$ cat src/rtl/interrupt_pkg.sv
// Shared types and constants for the interrupt controller: line count, vector
// defaults, the sequencing FSM states and the priority-pick helper.
package interrupt_pkg;

  localparam int          IRQ_COUNT                  = 9;
  localparam int          ID_W                       = 4;
  localparam logic [15:0] DEFAULT_VECTOR_BASE        = 16'h0010;
  localparam int          DEFAULT_VECTOR_STRIDE_LOG2 = 2;

  typedef enum logic [2:0] {
    IDLE,
    SAVE,
    VECTOR,
    SERVICE,
    RESTORE
  } irq_state_e;

  typedef struct packed {
    logic            valid;
    logic [ID_W-1:0] id;
  } irq_sel_t;

  // Scanning downward lets the lowest-numbered request overwrite higher ones.
  function automatic irq_sel_t pick_lowest(input logic [IRQ_COUNT-1:0] req);
    irq_sel_t sel;
    sel = '0;
    for (int i = IRQ_COUNT - 1; i >= 0; i--) begin
      if (req[i]) begin
        sel.valid = 1'b1;
        sel.id    = ID_W'(i);
      end
    end
    return sel;
  endfunction

endpackage

$ cat src/rtl/irq_edge_detect.sv
// Two-flop synchronizer per line followed by a registered rising-edge pulse;
// an input first sampled high at edge N yields a one-cycle pulse after edge N+2.
module irq_edge_detect #(
  parameter int WIDTH = 9
) (
  input  logic             clk,
  input  logic             reset,
  input  logic [WIDTH-1:0] async_i,
  output logic [WIDTH-1:0] rise_o
);

  logic [WIDTH-1:0] sync1_q, sync2_q, prev_q, rise_q;

  // NOTE: non-blocking assignments make every flop sample the pre-edge value,
  // so this chain really is four stages rather than one collapsed wire.
  always_ff @(posedge clk or posedge reset) begin
    if (reset) begin
      sync1_q <= '0;
      sync2_q <= '0;
      prev_q  <= '0;
      rise_q  <= '0;
    end else begin
      sync1_q <= async_i;
      sync2_q <= sync1_q;
      prev_q  <= sync2_q;
      rise_q  <= sync2_q & ~prev_q;
    end
  end

  assign rise_o = rise_q;

endmodule

$ cat src/rtl/interrupt_controller.sv
// Single-level interrupt controller: latches edges, picks the lowest enabled
// line and sequences save / vector / service / restore with registered strobes.
module interrupt_controller
  import interrupt_pkg::*;
#(
  parameter logic [15:0] VECTOR_BASE        = DEFAULT_VECTOR_BASE,
  parameter int          VECTOR_STRIDE_LOG2 = DEFAULT_VECTOR_STRIDE_LOG2
) (
  input  logic                 clk,
  input  logic                 reset,
  input  logic [IRQ_COUNT-1:0] irq,
  input  logic [IRQ_COUNT-1:0] enable_mask,
  input  logic [15:0]          pc_in,
  input  logic                 instr_boundary,
  input  logic                 reti,
  output logic                 r_backup,
  output logic                 r_restore,
  output logic                 return_address_write,
  output logic [15:0]          return_address_out,
  output logic                 pc_load,
  output logic [15:0]          pc_vector,
  output logic                 in_service,
  output logic [ID_W-1:0]      active_id,
  output logic [IRQ_COUNT-1:0] pending
);

  irq_state_e           state_q, state_d;
  logic [IRQ_COUNT-1:0] irq_rise;
  logic [IRQ_COUNT-1:0] pending_q, pending_d, pending_clr;
  logic [ID_W-1:0]      active_id_q, active_id_d;
  logic [15:0]          ret_addr_q, ret_addr_d;
  logic [15:0]          pc_vector_q, pc_vector_d;
  logic                 save_q, load_q, service_q, restore_q;
  irq_sel_t             sel;

  irq_edge_detect #(
    .WIDTH (IRQ_COUNT)
  ) u_edge (
    .clk     (clk),
    .reset   (reset),
    .async_i (irq),
    .rise_o  (irq_rise)
  );

  assign sel = pick_lowest(pending_q & enable_mask);

  // NOTE: every variable gets its default before the case so that no path
  // leaves one unassigned, which would otherwise infer a latch.
  always_comb begin
    state_d     = state_q;
    active_id_d = active_id_q;
    ret_addr_d  = ret_addr_q;
    pending_clr = '0;
    unique case (state_q)
      IDLE: begin
        if (instr_boundary && sel.valid) begin
          active_id_d = sel.id;
          ret_addr_d  = pc_in;
          state_d     = SAVE;
        end
      end
      SAVE: begin
        pending_clr = IRQ_COUNT'(1) << active_id_q;
        state_d     = VECTOR;
      end
      VECTOR:  state_d = SERVICE;
      SERVICE: if (reti) state_d = RESTORE;
      RESTORE: state_d = IDLE;
      default: state_d = IDLE;
    endcase
    // A fresh edge on the line being acknowledged keeps it pending.
    pending_d   = (pending_q & ~pending_clr) | irq_rise;
    pc_vector_d = (state_d == VECTOR)
                  ? VECTOR_BASE + (16'(active_id_q) << VECTOR_STRIDE_LOG2)
                  : pc_vector_q;
  end

  always_ff @(posedge clk or posedge reset) begin
    if (reset) begin
      state_q     <= IDLE;
      pending_q   <= '0;
      active_id_q <= '0;
      ret_addr_q  <= '0;
      pc_vector_q <= '0;
      save_q      <= 1'b0;
      load_q      <= 1'b0;
      service_q   <= 1'b0;
      restore_q   <= 1'b0;
    end else begin
      state_q     <= state_d;
      pending_q   <= pending_d;
      active_id_q <= active_id_d;
      ret_addr_q  <= ret_addr_d;
      pc_vector_q <= pc_vector_d;
      save_q      <= (state_d == SAVE);
      load_q      <= (state_d == VECTOR);
      service_q   <= (state_d == SERVICE);
      restore_q   <= (state_d == RESTORE);
    end
  end

  assign r_backup             = save_q;
  assign return_address_write = save_q;
  assign return_address_out   = ret_addr_q;
  assign pc_load              = load_q;
  assign pc_vector            = pc_vector_q;
  assign in_service           = service_q;
  assign r_restore            = restore_q;
  assign active_id            = active_id_q;
  assign pending              = pending_q;

endmodule

$ cat config.mk
export PLATFORM = sky130hd
export DESIGN_NAME = interrupt_controller
export DESIGN_NICKNAME = d
export VERILOG_FILES = /design/src/rtl/interrupt_pkg.sv /design/src/rtl/irq_edge_detect.sv /design/src/rtl/interrupt_controller.sv
export SDC_FILE = /design/constraint.sdc
export NUM_CORES = 1
export LEC_CHECK = 0
export BUFFER_PORTS_ARGS = -buffer_cell sky130_fd_sc_hd__buf_2
export CORE_MARGIN = 4
export CORE_UTILIZATION = 28
export DETAILED_ROUTE_END_ITERATION = 12
export PLACE_DENSITY = 0.46
export SLEW_MARGIN = 20
export SYNTH_ARGS = -nofsm -noshare
export SYNTH_HDL_FRONTEND = slang
export SYNTH_HIERARCHICAL = 1
export SYNTH_SLANG_ARGS = --single-unit
$ cat constraint.sdc
create_clock -name clk -period 2.43 [get_ports clk]
set_input_delay 0.243 -clock clk [delete_from_list [all_inputs] [get_ports clk]]
set_output_delay 0.243 -clock clk [all_outputs]
set_load 0.03 [all_outputs]
==> out/metrics.csv <==
stage;metric;value;unit
global_route;gr-total-overflow;0;
hold_path;hold_path.class;input pin to flop;
drt;first_iter_violations;72;
timing;fmax;563;MHz
worst_setup_path;critPathRequiredTime;2.65;ns
worst_setup_path;crit_path_end;return_address_out[14];
clock_network;clkTransAtPathRegs;0.08;ns
timing;finalHoldViolCount;0;
drt;wl;5690;microns
die;io_pins;88;
worst_setup_path;crit_path_start_kind;flop;
worst_setup_path;arrival;2.00;ns
timing;worst_pin_slew;0.572;ns
synth;synth_cells;200;
pwr;switching_share;39.8;%
clock_network;ctsResizeCount;0;
die;die_area;0.0117;sq mm
worst_setup_path;crit_path_start;pending[1];
final_layout;num_antenna_cells;0;
timing;finClkSkew;0.00612;ns
final_layout;syn2layout_area_growth;28.4;%
pwr;powerDensity;1150;mW/mm^2
drt;wl_per_cell;13.1;microns
synth;postSynthAreaPerCell;14.1;sq um
synth;synth_top_area_share;68.5;%
global_route;antenna_found_initial;0;
drt;vias_per_cell;4.07;
pwr;combinationalPowerShare;34.8;%
die;die_h;108;microns
flow_run;cap_violations;0;
global_route;grt_pass1_vias;1759;
worst_setup_path;r2r_end;return_address_out[14];
synth;seq_area_frac_synth;68.5;%
timing;fin_tns_setup;0;ns
die;fp-row-count;36;
synth;ys_ff_latch;77;
die;die_w;108;microns
placement;placedCellCount;409;
timing;setup_viol;0;
final_layout;layout-drive-gt1-share;38.7;%
worst_setup_path;path_max_fanout;22;
worst_setup_path;crit_path_end_kind;flop;
timing;fin_crit;1.78;ns
pwr;p_leak;1.75;nW
timing;slew_headroom;61.6;%
clock_network;clk_latency;0.34;ns
placement;dpl.hpwl;4140;microns
placement;io_buffers;76;
clock_network;clk_path_buf_depth;2;
drt;route.vias.total;1771;
die;core_region_area;0.00977;sq mm
synth;synth_warnings;6;
synth;synth_area_leaders;dfrtp_1 (68%), nor2b_4 (4.4%), mux2_1 (4.0%);
worst_setup_path;crit_type;flop to flop;
placement;gp_congestion;0.740;
clock_network;cts_tree;yes;
pwr;power.share.clock;21.3;%
synth;synth_area;0.00281;sq mm
final_layout;finalNonFillerCells;435;
clock_network;cts-root-buf;clkbuf_8;
timing;grt_setup_unrepaired;no;
drt;route.detailed.drc;0;
clock_network;hold_buffers;10;
clock_network;htreeDepth;3;
pwr;power.switching;0.00165;W
run_status;status;complete, no violations;
die;start_util;28.8;%
pwr;internal_power;0.00251;W
worst_setup_path;ff2ff_path_depth;5;
global_route;grtUsageTotal;10.4;%
clock_network;cts_sinks;77;
timing;drv_slew;0;
clock_network;numCtsBuffers;9;
drt;first_pass_iters;4;
timing;finalCritPeriodShare;73.1;%
pwr;ir_drop;0.000457;V
worst_setup_path;r2r_start;pending[1];
synth;ys_types;33;
worst_setup_path;worst-r2r-setup-slack;0.65;ns
global_route;grt_max_degree;37;
final_layout;fill_cells;970;
pwr;power_frac_seq;43.8;%
final_layout;finalNetCount;336;
drt;detail-route-antenna-nets;0;
clock_network;cts_setup_buffers;0;
global_route;grt_pass1_wl;9110;microns
synth;yosysTopAreaCell;dfrtp_1;
==> per-stage QoR <==
step                      worst slack, ns  total power (W)  hold WS [ns]  instance area, sq um  util, %
final                               0.654          0.00416         0.111                  3610     37.0
after global routing                0.483          0.00444        0.0893                  3610     37.0
after CTS                           0.632          0.00425        0.0819                  3610     37.0
after detailed placement            0.633          0.00332         0.264                  3330     34.0
after global placement              0.717          0.00329         0.264                  3330     34.0
after floorplan                     0.705          0.00285         0.274                  2850        -
==> synthesized netlist by cell type <==
| library cell | instances |
|---|---|
| a22oi_2 | 2 |
| a21boi_0 | 1 |
| nand2b_1 | 9 |
| o21ai_0 | 7 |
| a32o_1 | 1 |
| a21oi_1 | 1 |
| nand3b_1 | 1 |
| nand2_1 | 29 |
| mux2_2 | 6 |
| nor3b_1 | 1 |
| a222oi_1 | 1 |
| nor4b_4 | 1 |
| or3b_1 | 1 |
| mux2_1 | 10 |
| inv_2 | 1 |
| o31ai_1 | 3 |
| conb_1 | 1 |
| ha_1 | 1 |
| or3_1 | 1 |
| or2_2 | 1 |
| dfrtp_1 | 77 |
| o41ai_1 | 1 |
| nor2b_4 | 9 |
| nand3_1 | 4 |
| clkbuf_1 | 1 |
| inv_1 | 4 |
| a22oi_1 | 1 |
| a41o_1 | 1 |
| buf_4 | 14 |
| a21o_1 | 3 |
| nor2_1 | 4 |
| a31oi_1 | 1 |
| o21ai_2 | 1 |
==> kinds of logic (layout without fill, tap and decap cells) <==
| logic type | count (synthesis) | after routing | share of synthesized area, % |
|---|---|---|---|
| adder cells (fa/ha/maj) | 1 | 1 | 0.445 |
| multiplexers | 16 | 16 | 6.40 |
| other | 1 | 11 | 0.133 |
| flip-flops | 77 | 77 | 68.5 |
| AO/OA/AOI/OAI | 24 | 24 | 6.36 |
| AND/OR/NAND/NOR | 61 | 61 | 13.7 |
| buffers and inverters | 20 | 112 | 4.53 |
==> layout by cell type (no fill, tap or decap), types with 2 or more instances in the layout <==
cell	instances
mux2_2	6
buf_4	5
nand2b_1	9
clkinvlp_4	3
a21o_1	3
nor2b_4	9
nand2_1	29
mux2_1	10
clkbuf_8	11
dlygate4sd3_1	10
conb_1	11
o21ai_0	7
nor2_1	4
nand3_1	4
o31ai_1	3
dfrtp_1	77
inv_1	3
a22oi_2	2
buf_2	76
==> routing by layer <==
metal	track usage, %	wire length [microns]	vias to the layer above
met5	0	0	-
met4	4.06	87	0
met3	4.12	461	7
met2	17.0	2800	54
met1	12.2	2350	868
li1	-	-	842
==> worst min path at each step <==
stage	end	cells past startpoint	start	slack (ns)
after floorplan	u_edge/sync1_q[0]	0	irq[0]	0.27
after CTS	return_address_out[5]	2	pc_in[5]	0.08
after detailed placement	return_address_out[13]	2	reset	0.26
final	return_address_out[5]	2	pc_in[5]	0.11
after global placement	return_address_out[13]	2	reset	0.26
after global routing	return_address_out[5]	2	pc_in[5]	0.09
==> worst max-delay path, cell delays in order, from the launching register on <==
cell and delay (ns):
dfrtp_1 0.43, a22oi_2 0.28, nand3_1 0.16, o21ai_2 0.13
buf_4 0.29, mux2_2 0.37
==> state kept, by name (all words and copies together) (netlist names), 3 cells and up <==
signal	count
return_address_out	16
pending	9
u_edge/prev_q	9
u_edge/rise_o	9
u_edge/sync1_q	9
u_edge/sync2_q	9
pc_vector	5
active_id	4
state_q	3
==> power by group through the flow <==
| stage | Clock [W] | Combinational [W] | Sequential [W] |
|---|---|---|---|
| CTS | 0.000939 | 0.00148 | 0.00183 |
| global route | 0.000993 | 0.00157 | 0.00188 |
| floorplan | 0 | 0.000521 | 0.00233 |
| detailed placement | 0 | 0.00146 | 0.00186 |
| global placement | 0 | 0.00144 | 0.00185 |
| finish | 0.000888 | 0.00145 | 0.00182 |
==> cell type report <==
| class | instances | area, sq um | share of cell area, % |
|---|---|---|---|
| clock buffers | 12 | 155 | 4.29 |
| well taps | 133 | 166 | 4.61 |
| inverters | 5 | 18.8 | 0.519 |
| clock inverters | 4 | 31.3 | 0.866 |
| multi-input cells | 113 | 797 | 22.1 |
| repair buffers | 91 | 518 | 14.3 |
| flip-flops and latches | 77 | 1930 | 53.3 |
Note: power is estimated with default switching activity, not from simulation.
